## src/rtl/uart_rx_frame.sv

```systemverilog
// 8N1 UART receiver: synchronised line, mid-bit sampling, valid/ack byte holding,
// one-cycle framing-error pulse and sticky overrun flag.
module uart_rx_frame #(
    parameter int unsigned FREQ = 12000000,
    parameter int unsigned BAUD = 9600
) (
    input  logic       clk,
    input  logic       nrst,
    input  logic       rx_i,
    input  logic       rx_ack_i,
    output logic [7:0] rx_data_o,
    output logic       rx_valid_o,
    output logic       frame_err_o,
    output logic       overrun_o,
    output logic       busy_o,
    output logic [1:0] state_o
);
    localparam int unsigned CLKS_PER_BIT = FREQ / BAUD;
    localparam int unsigned HALF_BIT     = CLKS_PER_BIT / 2;
    localparam int unsigned CntW         = $clog2(CLKS_PER_BIT);
    localparam logic [CntW-1:0] HalfLast = CntW'(HALF_BIT - 1);
    localparam logic [CntW-1:0] BitLast  = CntW'(CLKS_PER_BIT - 1);

    typedef enum logic [1:0] {
        StIdle  = 2'd0,
        StStart = 2'd1,
        StData  = 2'd2,
        StStop  = 2'd3
    } state_e;

    state_e          state_q, state_d;
    logic            rx_meta_q, rx_s_q, rx_p_q;
    logic [CntW-1:0] cnt_q, cnt_d;
    logic [2:0]      bit_idx_q, bit_idx_d;
    logic [7:0]      shift_q, shift_d;
    logic [7:0]      rx_data_q, rx_data_d;
    logic            rx_valid_q, rx_valid_d;
    logic            frame_err_q, frame_err_d;
    logic            overrun_q, overrun_d;
    logic            busy_q;

    always_comb begin
        state_d     = state_q;
        cnt_d       = cnt_q;
        bit_idx_d   = bit_idx_q;
        shift_d     = shift_q;
        rx_data_d   = rx_data_q;
        rx_valid_d  = rx_valid_q;
        frame_err_d = 1'b0;
        overrun_d   = overrun_q;

        if (rx_ack_i && rx_valid_q) begin
            rx_valid_d = 1'b0;
            overrun_d  = 1'b0;
        end

        unique case (state_q)
            StIdle: begin
                cnt_d = '0;
                // Only a fresh high-to-low transition starts a frame.
                if (rx_p_q && !rx_s_q) begin
                    state_d = StStart;
                end
            end
            StStart: begin
                if (cnt_q == HalfLast) begin
                    cnt_d = '0;
                    if (!rx_s_q) begin
                        state_d   = StData;
                        bit_idx_d = 3'd0;
                    end else begin
                        state_d = StIdle;
                    end
                end else begin
                    cnt_d = cnt_q + 1'b1;
                end
            end
            StData: begin
                if (cnt_q == BitLast) begin
                    cnt_d     = '0;
                    shift_d   = {rx_s_q, shift_q[7:1]};
                    bit_idx_d = bit_idx_q + 3'd1;
                    if (bit_idx_q == 3'd7) begin
                        state_d = StStop;
                    end
                end else begin
                    cnt_d = cnt_q + 1'b1;
                end
            end
            StStop: begin
                if (cnt_q == BitLast) begin
                    cnt_d   = '0;
                    state_d = StIdle;
                    if (rx_s_q) begin
                        // A same-edge ack frees the holding register for the new byte.
                        if (!rx_valid_q || rx_ack_i) begin
                            rx_data_d  = shift_q;
                            rx_valid_d = 1'b1;
                        end else begin
                            overrun_d = 1'b1;
                        end
                    end else begin
                        frame_err_d = 1'b1;
                    end
                end else begin
                    cnt_d = cnt_q + 1'b1;
                end
            end
            default: state_d = StIdle;
        endcase
    end

    always_ff @(posedge clk or negedge nrst) begin
        if (!nrst) begin
            rx_meta_q   <= 1'b1;
            rx_s_q      <= 1'b1;
            rx_p_q      <= 1'b1;
            state_q     <= StIdle;
            cnt_q       <= '0;
            bit_idx_q   <= '0;
            shift_q     <= '0;
            rx_data_q   <= '0;
            rx_valid_q  <= 1'b0;
            frame_err_q <= 1'b0;
            overrun_q   <= 1'b0;
            busy_q      <= 1'b0;
        end else begin
            rx_meta_q   <= rx_i;
            rx_s_q      <= rx_meta_q;
            rx_p_q      <= rx_s_q;
            state_q     <= state_d;
            cnt_q       <= cnt_d;
            bit_idx_q   <= bit_idx_d;
            shift_q     <= shift_d;
            rx_data_q   <= rx_data_d;
            rx_valid_q  <= rx_valid_d;
            frame_err_q <= frame_err_d;
            overrun_q   <= overrun_d;
            busy_q      <= (state_d != StIdle);
        end
    end

    assign rx_data_o   = rx_data_q;
    assign rx_valid_o  = rx_valid_q;
    assign frame_err_o = frame_err_q;
    assign overrun_o   = overrun_q;
    assign busy_o      = busy_q;
    assign state_o     = state_q;

endmodule
```

## config.mk

```make
export PLATFORM = sky130hd
export DESIGN_NAME = uart_rx_frame
export DESIGN_NICKNAME = d
export VERILOG_FILES = /design/src/rtl/uart_rx_frame.sv
export SDC_FILE = /design/constraint.sdc
export NUM_CORES = 1
export LEC_CHECK = 0
export ABC_AREA = 1
export CORE_AREA = 2 2 82 84
export CTS_BUF_LIST = sky130_fd_sc_hd__clkbuf_4 sky130_fd_sc_hd__clkbuf_8
export CTS_CLUSTER_DIAMETER = 40
export CTS_CLUSTER_SIZE = 25
export DETAILED_ROUTE_END_ITERATION = 10
export DIE_AREA = 0 0 84 86
export PLACE_DENSITY = 0.5
export RECOVER_POWER = 100
export SYNTH_ARGS = -nofsm -noshare
export SYNTH_HDL_FRONTEND = slang
export SYNTH_SLANG_ARGS = --single-unit
```

## constraint.sdc

```tcl
create_clock -name clk -period 2.6 [get_ports clk]
set_input_delay 0.52 -clock clk [delete_from_list [all_inputs] [get_ports clk]]
set_output_delay 0.52 -clock clk [all_outputs]
set_load 0.02 [all_outputs]
```

==> out/summary.txt <==
Endpoints failing setup - 0
Wire length on met2 - 1.461 mm
Drt wl/cell - 10.44 um
Violation count after the first detailed-routing iteration - 47
Clock-pin transition on the worst setup and hold timing paths - 0.08 ns
Clock power share - 36.6%
Drt total wl - 3.269 mm
Cell count of the worst reg-to-reg path - 8
Highest layer used for signal routing - met4
Initial Utilization - 29.36%
Number of fill cells - 674
Setup Fix Bufs, Post-CTS - 0
Number of global-route vias before repair - 1295
Area growth, synth to finish - 17.99%
Antenna Nets Post-Route - 0
Setup repair after global routing missed its margin - false
Number of nets at the end of the flow - 244
Power share of the sequential group - 49.5%
Classification of the worst setup path - flip-flop to output port
Post-route core utilization - 34.64%
Count of distinct cell types in the synthesized netlist - 23
Die footprint - 0.007224 mm^2
Estimated wirelength of the detail-placed design - 2.388 mm
Met3 wire length - 93 um
Post-route worst hold slack - 0.3335 ns
Number of buffers between clock root and the deepest sink - 2
Crit end category - output port
Hold violation count in the final report - 0
Count of max-cap constraint violations - 0
Internal Pwr Total - 0.001013 W
Floorplan die width - 84 um
Core Region - 0.006277 mm^2
Setup Total Neg Slack - 0 ns
Clock Tree Root - clkbuf_8
Avg Vias per Cell - 4.169
Post-CTS Resized - 0
Clock tree from TritonCTS - done
Slowest stage cell, crit path - dlygate4sd3_1
Switching power - 0.0003904 W
Switching part of the total - 27.82%
Type of the worst min-delay path - input pin to asynchronous set/reset pin
FF-to-FF End - bit_idx_q[1]$_DFFE_PN0P_
Maximum number of pins on one net before global-route repair - 40
Count of state elements after synthesis - 39
Count of inserted antenna diode cells - 0
Total vias in the final route - 1305
Yosys warning count - 0
Power density cells - 645.3 mW/mm^2
Drt drc - 0
Maximum vdd ir drop - 0.2043 mV
Critical path arrival - 1.45 ns
Number of antenna violations at the first check in global routing - 0
Most frequent standard cell in the layout excluding fill and tap cells - nand2_1
Register area - 979.7 um^2
Iteration count of the initial detailed-routing pass - 4
R2R Setup Slk - 0.69 ns
IO buf count - 17
Status - completed
Stage delay of the slowest cell on the critical path - 0.70 ns
First-pass GRT wire length - 5.878 mm
Total area of multi-input combinational cells - 669.4 um^2
Share of the clock period used by the worst path after layout - 75.70%
Leakage - 1.069 nW
Clock Skew - 0.008651 ns
Global-route total usage across every layer - 10.37%
Sum of routed wire segments on met1 - 1.635 mm
Maximum fanout along the worst path - 6
Startpoint of the most critical register-to-register path - cnt_q[0]$_DFF_PN0_
Share of cells above drive strength 1 - 10.59%
Combinational Power Share - 13.9%
Crit path launch type - flip-flop
Total congestion overflow - 0
CTS H-tree lvls - 2
Cell breakdown of the critical path - dlygate4sd3_1
Row Count - 29
Synthesized area divided by synthesized cell count - 8.653 um^2
Post-cts hold buffer count - 0
Actual transition at the worst max-transition pin - 0.8542 ns
Fmax - 0.5081 GHz
Number of buffers added by the clock tree synthesis step - 5
Clock tree sinks - 39
Slew Limit Headroom - 43.06%
Cell count after synthesis - 213
Gate family responsible for the most delay along the worst path - buffers and inverters
Final estimated routing congestion in global placement - 0.7303
WP buf/inv - 1
Number of max-slew violations in the final report - 0
Most used cells in the layout excluding fill and tap cells - 52 x nand2_1, 36 x dfrtp_1, 33 x inv_1
Die H - 86 um
CP required - 2.08 ns
Clock network latency to the later pin of the worst-skew pair - 0.30 ns
Portion of the post-synthesis area used by sequential elements - 53.16%
Top-level port count - 18
Net Count, Synth - 222
Final critical path time including I/O delays and setup - 1.968 ns
Area of the mapped netlist - 0.001843 mm^2
## worst max-delay path by stage
stage / startpoint / end / cells after the start
floorplan: cnt_q[1]$_DFF_PN0_ / rx_data_o[6]$_DFFE_PN0P_ / 10
global placement: rx_ack_i / rx_data_o[4]$_DFFE_PN0P_ / 6
detailed placement: rx_ack_i / rx_data_o[4]$_DFFE_PN0P_ / 6
CTS: state_o[1]$_DFF_PN0_ / state_o[1] / 1
global route: cnt_q[0]$_DFF_PN0_ / bit_idx_q[1]$_DFFE_PN0P_ / 8
finish: state_o[1]$_DFF_PN0_ / state_o[1] / 1
## logic make-up (layout without fill, tap and decap cells)
kind of cell	count (synthesis)	after routing	synth area share [%]
AND/OR/NAND/NOR	104	104	25.39
flip-flops	39	39	53.16
adder cells (fa/ha/maj)	5	5	3.394
XOR/XNOR	4	4	1.901
buffers and inverters	42	65	9.233
AO/OA/AOI/OAI	19	19	6.925
## through the flow
stage | cells | total power, W | cell area (um^2) | worst slack, ns
after floorplan | 213 | 0.0008504 | 1843 | 1.194
after global placement | 305 | 0.0009146 | 2091 | 0.9151
after detailed placement | 305 | 0.0009193 | 2091 | 0.8917
after CTS | 313 | 0.001437 | 2203 | 0.6744
after global routing | 313 | 0.001496 | 2175 | 0.4798
final | 313 | 0.001403 | 2175 | 0.6318
## layer usage
metal / global-route usage (%) / vias to the layer above
met4: 4.839 / 0
met5: 0 / -
met1: 13.38 / 596
li1: - / 688
met3: 2.887 / 6
met2: 16.22 / 15
## power groups by stage
stage | clock, W | sequential (W) | combinational, W
floorplan | 0 | 0.000709 | 0.000142
global placement | 0 | 0.000709 | 0.000205
detailed placement | 0 | 0.000709 | 0.000210
CTS | 0.000530 | 0.000697 | 0.000210
global route | 0.000559 | 0.000703 | 0.000233
finish | 0.000514 | 0.000695 | 0.000194
## flip-flops by register name, summed over array words and instances, names as in the netlist
| name | flops |
|---|---|
| rx_meta_q | 1 |
| rx_s_q | 1 |
| shift_q | 8 |
| bit_idx_q | 3 |
| rx_data_o | 8 |
| frame_err_o | 1 |
| busy_o | 1 |
| overrun_o | 1 |
| rx_p_q | 1 |
| rx_valid_o | 1 |
| cnt_q | 11 |
| state_o | 2 |
## worst reg2reg max path: cells and delay by family (launching register included)
| family | cells | cell delay [ns] |
|---|---|---|
| adders and majority gates | 1 | 0.21 |
| buffers and inverters | 2 | 0.82 |
| DFF | 1 | 0.43 |
| and+or+nand+nor | 5 | 0.35 |
## Yosys cell counts
cell,instances,share of area (%)
nor2_1,28,5.7
inv_2,6,1.2
buf_6,1,0.61
buf_2,2,0.54
nor3_1,3,0.81
xor2_1,4,1.9
nand2_2,3,1.0
nor2_4,2,1.2
a21oi_1,1,0.27
dfstp_2,3,4.3
nand3_1,12,3.3
nor3b_1,1,0.41
nand2_1,51,10
ha_1,5,3.4
nand3_4,2,1.9
inv_4,1,0.34
inv_1,32,6.5
dfrtp_1,36,49
a21boi_1,1,0.41
or2_0,1,0.34
o21ai_1,9,2.4
o21ai_2,8,3.8
nor2_2,1,0.34
## final cells by class
type	instances	share of cell area, %
inverter	39	6.789
tap	77	4.430
clock buffer	5	3.165
sequential	39	45.05
multi-input combinational	132	30.78
timing repair buffer	18	7.768
clock inverter	3	2.014
(Power assumes the default switching activity.)
